`src/rtl/led_status_seq.sv`:
```
// -----------------------------------------------------------------------------
// led_status_seq
//
// Blinks a 4-bit fault code on a single LED-request line. A code of N gives
// bursts of N on/off blinks, and a dark gap follows each burst. A free-running
// prescaler makes one timing tick every TICK_DIV clocks. Each phase lasts a
// whole number of ticks.
//
// Ports
//   clk         in   single clock, rising edge
//   reset       in   synchronous, active-high reset
//   code_in     in   [3:0] blink code, 0 = no fault, 1..15 = blinks per burst
//   code_load   in   one-cycle strobe that samples code_in
//   status      out  registered LED-on request (high only in ON)
//   busy        out  registered, high whenever the sequencer is not IDLE
//   code_active out  [3:0] registered code currently being blinked, 0 in IDLE
//
// Configuration macro
//   LED_STATUS_SEQ_REPEAT_EN  defined: when no new code is pending at the end
//                             of a gap, the same code repeats indefinitely.
//                             undefined (default): one burst per load, then
//                             the sequencer returns to IDLE.
// -----------------------------------------------------------------------------
module led_status_seq #(
    parameter int TICK_DIV  = 1_000_000,
    parameter int ON_TICKS  = 20,
    parameter int OFF_TICKS = 20,
    parameter int GAP_TICKS = 100
) (
    input  logic       clk,
    input  logic       reset,
    input  logic [3:0] code_in,
    input  logic       code_load,
    output logic       status,
    output logic       busy,
    output logic [3:0] code_active
);

    localparam int MAX_OO    = (ON_TICKS > OFF_TICKS) ? ON_TICKS : OFF_TICKS;
    localparam int MAX_TICKS = (MAX_OO > GAP_TICKS) ? MAX_OO : GAP_TICKS;
    localparam int PH_W      = $clog2(MAX_TICKS) + 1;
    localparam int PS_W      = $clog2(TICK_DIV);

    localparam logic [PS_W-1:0] PS_LAST  = PS_W'(TICK_DIV - 1);
    localparam logic [PH_W-1:0] ON_LAST  = PH_W'(ON_TICKS - 1);
    localparam logic [PH_W-1:0] OFF_LAST = PH_W'(OFF_TICKS - 1);
    localparam logic [PH_W-1:0] GAP_LAST = PH_W'(GAP_TICKS - 1);

    typedef enum logic [1:0] {
        IDLE = 2'd0,
        ON   = 2'd1,
        OFF  = 2'd2,
        GAP  = 2'd3
    } state_t;

    state_t            r_state;
    logic [PS_W-1:0]   r_presc;
    logic [PH_W-1:0]   r_phase;
    logic [3:0]        r_blinks;
    logic [3:0]        r_code;
    logic [3:0]        r_pend;
    logic              r_pend_valid;
    logic              r_status;
    logic              r_busy;

    state_t            w_next_state;
    logic [3:0]        w_next_code;
    logic [3:0]        w_next_blinks;
    logic [3:0]        w_blinks_inc;
    logic [3:0]        w_gap_sel;
    logic              w_tick;
    logic              w_phase_end;
    logic              w_phase_clr;
    logic              w_presc_clr;
    logic              w_pend_take;

    assign w_tick = (r_presc == PS_LAST);

    // The blink counter saturates rather than wrapping. It can never pass 15
    // anyway, because the burst ends when it equals the (<=15) active code.
    assign w_blinks_inc = (r_blinks == 4'hF) ? r_blinks : r_blinks + 4'd1;

    always_comb begin
        w_phase_end = 1'b0;
        case (r_state)
            ON:      w_phase_end = w_tick && (r_phase == ON_LAST);
            OFF:     w_phase_end = w_tick && (r_phase == OFF_LAST);
            GAP:     w_phase_end = w_tick && (r_phase == GAP_LAST);
            default: w_phase_end = 1'b0;
        endcase
    end

    // Pick the code for the next burst at gap end. A load in that same cycle
    // takes precedence over anything still pending.
    always_comb begin
        w_gap_sel = 4'd0;
        if (code_load) begin
            w_gap_sel = code_in;
        end else if (r_pend_valid) begin
            w_gap_sel = r_pend;
        end else begin
`ifdef LED_STATUS_SEQ_REPEAT_EN
            w_gap_sel = r_code;
`else
            w_gap_sel = 4'd0;
`endif
        end
    end

    // NOTE: every signal written here gets a default first, so no path can
    // leave one unassigned and infer a latch.
    always_comb begin
        w_next_state  = r_state;
        w_next_code   = r_code;
        w_next_blinks = r_blinks;
        w_phase_clr   = (r_state == IDLE);
        w_presc_clr   = 1'b0;
        w_pend_take   = 1'b0;

        case (r_state)
            IDLE: begin
                if (code_load && (code_in != 4'd0)) begin
                    w_next_state  = ON;
                    w_next_code   = code_in;
                    w_next_blinks = 4'd0;
                    // Re-align the tick grid so the first ON is full length.
                    w_presc_clr   = 1'b1;
                end
            end
            ON: begin
                if (w_phase_end) begin
                    w_phase_clr   = 1'b1;
                    w_next_blinks = w_blinks_inc;
                    w_next_state  = (w_blinks_inc == r_code) ? GAP : OFF;
                end
            end
            OFF: begin
                if (w_phase_end) begin
                    w_phase_clr  = 1'b1;
                    w_next_state = ON;
                end
            end
            GAP: begin
                if (w_phase_end) begin
                    w_phase_clr   = 1'b1;
                    w_next_blinks = 4'd0;
                    w_pend_take   = 1'b1;
                    w_next_code   = w_gap_sel;
                    w_next_state  = (w_gap_sel == 4'd0) ? IDLE : ON;
                end
            end
            default: begin
                w_next_state = IDLE;
                w_next_code  = 4'd0;
            end
        endcase
    end

    // NOTE: sequential state is assigned with non-blocking (<=) so that every
    // register samples the values present before the edge.
    always_ff @(posedge clk) begin
        if (reset) begin
            r_state  <= IDLE;
            r_code   <= 4'd0;
            r_blinks <= 4'd0;
            r_status <= 1'b0;
            r_busy   <= 1'b0;
        end else begin
            r_state  <= w_next_state;
            r_code   <= w_next_code;
            r_blinks <= w_next_blinks;
            r_status <= (w_next_state == ON);
            r_busy   <= (w_next_state != IDLE);
        end
    end

    always_ff @(posedge clk) begin
        if (reset || w_presc_clr) begin
            r_presc <= '0;
        end else if (w_tick) begin
            r_presc <= '0;
        end else begin
            r_presc <= r_presc + PS_W'(1);
        end
    end

    always_ff @(posedge clk) begin
        if (reset || w_phase_clr) begin
            r_phase <= '0;
        end else if (w_tick) begin
            r_phase <= r_phase + PH_W'(1);
        end
    end

    // Loads that arrive while a burst is running are parked here. The last
    // one wins, and it is consumed only at gap end, so a burst is never cut short.
    always_ff @(posedge clk) begin
        if (reset) begin
            r_pend       <= 4'd0;
            r_pend_valid <= 1'b0;
        end else if (w_pend_take) begin
            r_pend_valid <= 1'b0;
        end else if (code_load && (r_state != IDLE)) begin
            r_pend       <= code_in;
            r_pend_valid <= 1'b1;
        end
    end

    assign status      = r_status;
    assign busy        = r_busy;
    assign code_active = r_code;

endmodule
```
`config.mk`:
```
export PLATFORM = sky130hd
export DESIGN_NAME = led_status_seq
export DESIGN_NICKNAME = d
export VERILOG_FILES = /design/src/rtl/led_status_seq.sv
export SDC_FILE = /design/constraint.sdc
export NUM_CORES = 1
export LEC_CHECK = 0
export CAP_MARGIN = 20
export CORE_MARGIN = 2
export CORE_UTILIZATION = 52
export DETAILED_ROUTE_END_ITERATION = 8
export PLACE_DENSITY = 0.76
export SKIP_CTS_REPAIR_TIMING = 1
export SYNTH_ARGS = -nofsm -noshare
export SYNTH_HDL_FRONTEND = slang
export SYNTH_SLANG_ARGS = --single-unit
export TNS_END_PERCENT = 5
```
`constraint.sdc`:
```
create_clock -name clk -period 2.71 [get_ports clk]
set_input_delay 0.542 -clock clk [delete_from_list [all_inputs] [get_ports clk]]
set_output_delay 0.542 -clock clk [all_outputs]
set_load 0.02 [all_outputs]
```
### After elaboration in Yosys (flattened, before gate mapping)

Index checks and enable logic that the tools add are counted.
Widths: inputs -> output; s select.

| operators by class | value |
|---|---|
| add/sub/neg operators | 3 |
| eq/ne operators | 12 |
| muxes and demuxes | 24 |
| bitwise logic cells | 1 |
| reductions and logical operators | 20 |

Operators by type and width:

| kind | count |
|---|---|
| $mux 4 | 8 |
| $add 20x1->20 const B | 1 |
| $eq 20x20->1 const B | 1 |
| $pmux 4 s3 | 1 |
| $add 8x1->8 const B | 1 |
| $eq 8x5->1 const B | 1 |
| $eq 8x7->1 const B | 1 |
| $mux 1 | 8 |
| $mux 2 | 4 |
| $pmux 2 s4 | 1 |
| $pmux 4 s2 | 1 |
| $reduce_bool 2->1 | 3 |
| $reduce_or 2->1 | 3 |
| $add 4x1->4 const B | 1 |
| $eq 2x1->1 const B | 2 |
| $eq 2x2->1 const B | 2 |
| $eq 4x4->1 | 1 |
| $eq 4x4->1 const B | 1 |
| $logic_and 1x1->1 | 4 |
| $logic_not 4->1 | 1 |
| $ne 2x2->1 const B | 2 |
| $reduce_and 4->1 | 1 |
| $reduce_bool 4->1 | 1 |
| $reduce_and 3->1 | 1 |
| other kinds (8) | 9 |

| storage, ports and cells | value |
|---|---|
| flip-flop bits (word level) | 45 |
| input bits | 7 |
| output and inout port bits | 6 |
| word-level logic and storage cells | 69 |

### Logic depth before layout (Yosys ltp)

Gate-level depths: netlist of run 1.

| logic depth | value |
|---|---|
| depth in word-level cells | 7 |
| depth in mapped cells | 8 |

### Worst setup path before layout of run 1

Ideal clock, no wire load.

| timing | value |
|---|---|
| kind | reg-to-reg |
| from | register r_presc[0] |
| to | register r_code[0] (netlist: code_active[0]) |
| arrival time | 1.803 ns |
| path slack | 0.779 ns |
| stages on the path, launching flop included | 8 |
| path buffers | 0 |
| cells stage by stage | dfxtp_1 ha_1 nand2_1 nor4_1 nand4_1 o21ai_2 mux2i_1 nor2_1 |

| on the way | value |
|---|---|
| word-level cells in the longest chain between the ends | 5 |
| elaborated cells between the ends (all ways) | 6 |
| classes of those cells | eq/ne (2); mux (1); reduce/logical (3) |

Ends and longest elaborated chain:

| item | line | RTL |
|---|---|---|
| start: declaration | 57 | `logic [PS_W-1:0] r_presc;` |
| start signal: assignment | 183 | `r_presc <= r_presc + PS_W'(1);` |
| $eq 20x20->1 (*) | 77 | `assign w_tick = (r_presc == PS_LAST);` |
| $logic_and 1x1->1 (on tied branches) | 88, 86, 87 |  |
| $pmux 1 s2 (*) | 85 | `case (r_state)` |
| $ne 2x2->1 (no line) (*) | - |  |
| $reduce_and 3->1 (no line) (*) | - |  |
| end signal: assignment | 170 | `r_code <= w_next_code;` |
| end: declaration | 60 | `logic [3:0] r_code;` |

Mark *: on every way between the ends. The rest lies on a longest branch, timed or not.
A chain may end at the register's enable or synchronous reset.

### Worst setup path after layout of run 1

| timing | value |
|---|---|
| from | register r_presc[0] |
| to | register r_code[3] (netlist: code_active[3]) |

Same word-level chain as after synthesis.

==> impl_metrics.yaml, run 1 <==
synth:
  synthesized_area_fraction_occupied_by_and_or_nand_nor_cells: 0.293
  syn_nets: 286
  synth_top_family_by_area: "simple AND/OR/NAND/NOR gates"
  synth_register_bits: 45
  async_reset_ff_frac: 0
  synth_ff_type: "sky130_fd_sc_hd__dfxtp_1"
  synthTopCellsByCount: "sky130_fd_sc_hd__dfxtp_1 (45), sky130_fd_sc_hd__nor2_1 (39), sky130_fd_sc_hd__nand2_1 (22)"
  yosys.area.top_type: "sky130_fd_sc_hd__dfxtp_1"
  netlist_top_cells_area: "sky130_fd_sc_hd__dfxtp_1 (39%), sky130_fd_sc_hd__nor2_1 (6.3%), sky130_fd_sc_hd__xnor2_1 (5.7%), sky130_fd_sc_hd__mux2i_1 (4.3%), sky130_fd_sc_hd__xor2_1 (4.2%)"
  synthMostInstantiatedCell: "sky130_fd_sc_hd__dfxtp_1"
  post_synth_xor_area_fraction: 0.0982
  synth_enable_flop_cells: 0
  synth_adder_area_share: 0.0162
  synthMuxAreaShare: 0.0432
  ys_types: 50
  synth_sequential_area_ratio: 0.389
  synthDominantCellAreaShare: 0.389
  yosys_warnings: 0
  synthesis.instances: 276
  syn_area_per_cell_um2: 8.40
  synth-compound-area-share: 0.126
  post_synth_instance_area_mm2: 0.00232
sta:
  rsz0062_at_grt: "no"
  worst_clock_skew_ns: 0.0134
  worst_hold_margin_ns: 0.477
  layout_setup_ws_ns: 0.403
  worst_tran_pin_value_ns: 0.687
  post-route-period-util: 0.851
  finalHoldViolations: 0
  total_count_of_max_transition_violations_in_the_final_report: 0
  timing.slew.headroom: 0.538
  finalWorstPathRequiredPeriod_ns: 2.31
  setup-violations-final: 0
  setup_tns_ns: 0
  fmax_mhz: 433
flow_run:
  maxCapViolations: 0
routing:
  detail_route.drc_violations: 0
  detailroute.via_count: 1895
  drt_first_iter_violations: 95
  m1WireLength_um: 2180
  routedWlPerCell_um: 12.6
  drt.antenna.violating_nets: 0
  drtPass1Iterations: 4
  drt-vias-per-instance: 5.57
  routed_wirelength_um: 4290
  topRoutingLayerUsed: "met4"
  wl_met3_um: 144
  wl_met2_um: 1890
worst_setup_path:
  setup.reg_to_reg.worst_slack_ns: 0.40
  critical-path-slowest-cell: "sky130_fd_sc_hd__nor4_1"
  cp_top_family: "simple AND/OR/NAND/NOR gates"
  kind_of_critical_path: "reg2reg"
  critPathMaxFanout: 5
  required_time_reported_for_the_critical_path_endpoint_ns: 2.91
  worst_r2r_path_depth: 7
  worst-endpoint-arrival_ns: 2.51
  critical_path.startpoint: "r_presc[0]"
  timing.rr.end: "code_active[3]"
  crit_path_cell_trace: "ha_1, nand2_1, nor4_1, nand4_1, o21ai_2, mux2i_1, nor2_1"
  slowest_delay_ns: 0.43
  crit-reg2reg-launch: "r_presc[0]"
  timing.critical_path.to_type: "register"
  worstSetupStartpointType: "register"
  count_of_buffer_and_inverter_cells_on_the_critical_path: 0
power:
  p_seq_frac: 0.572
  power.density_cell_area_mw_per_mm2: 476
  power_leakage_nw: 0.857
  share_comb_of_total_power: 0.094
  clk_pwr_share: 0.334
  internal-power_mw: 0.908
  total_power_mw: 1.22
  irDropWorstVdd_mv: 0.240
  switching_power_mw: 0.308
  netSwitchingFraction: 0.253
place:
  dp_hpwl_um: 3100
  io_buffer_count: 12
  post-place-ws_ns: 0.256
  dp.cells: 332
  routability_congestion: 0.789
hold_path:
  min_from: "r_pend[3]"
  min_delay_worst_endpoint: "r_pend[3]"
  hold_depth: 2
  hold_path_class: "reg2reg"
layout:
  flow.area_growth_from_synthesis_pct: 10.2
  num_antenna_cells: 0
  post_layout_cell_count: 340
  finish.net_count: 297
  drive_above_1_share: 0.0764
die:
  number_of_top_level_design_ports: 13
  std_cell_rows: 24
  die_boundary_width_um: 70.8
  vertical_extent_of_the_die_um: 70.8
  die-area_mm2: 0.00501
  floorplan.core_area_mm2: 0.00432
  start_util: 0.536
clocking:
  clockRootBuffer: "sky130_fd_sc_hd__clkbuf_8"
  max_clock_buf_depth: 2
  clkTransAtPathRegs_ns: 0.09
  cts-htree-levels: 2
  clkSinkCount: 45
  tritoncts.num_buffers: 5
  clk-insertion-delay-late_ns: 0.31
  tritoncts: "built"
grt:
  grt_pass1_wl_um: 7560
  first_global_vias: 1629
  grt_use_total: 0.187
  grt_start_max_net_pins: 20
  grt_remaining_overflow: 0
  initial_antenna_violation_count: 0
status:
  outcome: "finished clean"
[worst min-delay path, stage by stage (launching register included)]
cell                       delay [ns]
sky130_fd_sc_hd__dfxtp_1         0.32
sky130_fd_sc_hd__nand2b_1        0.06
sky130_fd_sc_hd__mux2i_1         0.05
[per-stage QoR]
stage,cell area (um^2),utilization
after global placement,2470,0.572
final,2550,0.591
after detailed placement,2470,0.572
after global routing,2550,0.591
after floorplan,2320,-
after CTS,2550,0.591
[how the worst max path moves through the flow]
stage / end / cells past startpoint
final: code_active[3] / 7
after global routing: r_blinks[3] / 7
after CTS: code_active[3] / 7
after detailed placement: r_presc[15] / 6
after global placement: r_presc[15] / 6
after floorplan: code_active[0] / 7
[kinds of logic after synthesis]
family,Yosys count
adder cells (fa/ha/maj),3
multiplexers,10
flip-flops,45
buffers and inverters,20
AND/OR/NAND/NOR,128
AO/OA/AOI/OAI,44
XOR/XNOR,26
[state kept, by name (all words and copies together) (netlist names)]
| name | flops |
|---|---|
| r_presc | 20 |
| r_phase | 8 |
| code_active | 4 |
| r_blinks | 4 |
| r_pend | 4 |
| r_state | 2 |
| busy | 1 |
| r_pend_valid | 1 |
| status | 1 |
[power by group through the flow]
stage	registers (mW)	logic [mW]	clock network, mW
2_1_floorplan	0.712	0.0718	0
3_3_place_gp	0.711	0.113	0
3_5_place_dp	0.711	0.114	0
4_1_cts	0.696	0.115	0.419
5_1_grt	0.699	0.125	0.440
6_report	0.696	0.114	0.406
[cell type report]
type	count	area, um^2
clock buffer	6	72.6
clock inverter	2	10.0
fill	414	1770
inverter	11	41.3
multi-input combinational	211	1340
sequential	45	901
tap	52	65.1
timing repair buffer	13	128
[routing by layer]
layer  vias up  global-route usage
li1        978                   -
met1       877               0.273
met2        31               0.268
met3         9              0.0470
met4         0              0.0692
met5         -                   0
[cell usage in the layout, fill, tap and decap left out, types with 11 or more instances in the layout]
master                             n
sky130_fd_sc_hd__clkdlybuf4s50_1  12
sky130_fd_sc_hd__nor2_1           39
sky130_fd_sc_hd__xor2_1           11
sky130_fd_sc_hd__nor3_1           11
sky130_fd_sc_hd__nand2_1          22
sky130_fd_sc_hd__nand3_1          11
sky130_fd_sc_hd__o21ai_0          11
sky130_fd_sc_hd__nand2b_1         12
sky130_fd_sc_hd__dfxtp_1          45
sky130_fd_sc_hd__xnor2_1          15
sky130_fd_sc_hd__inv_1            11
No activity file was read; power rests on OpenSTA's default activity.
==> run 2: changes to the inputs <==
- SKIP_LAST_GASP: not set -> 1
==> results of run 2 <==
Same layout as run 1: the final DEF is identical, and so are final timing and power.
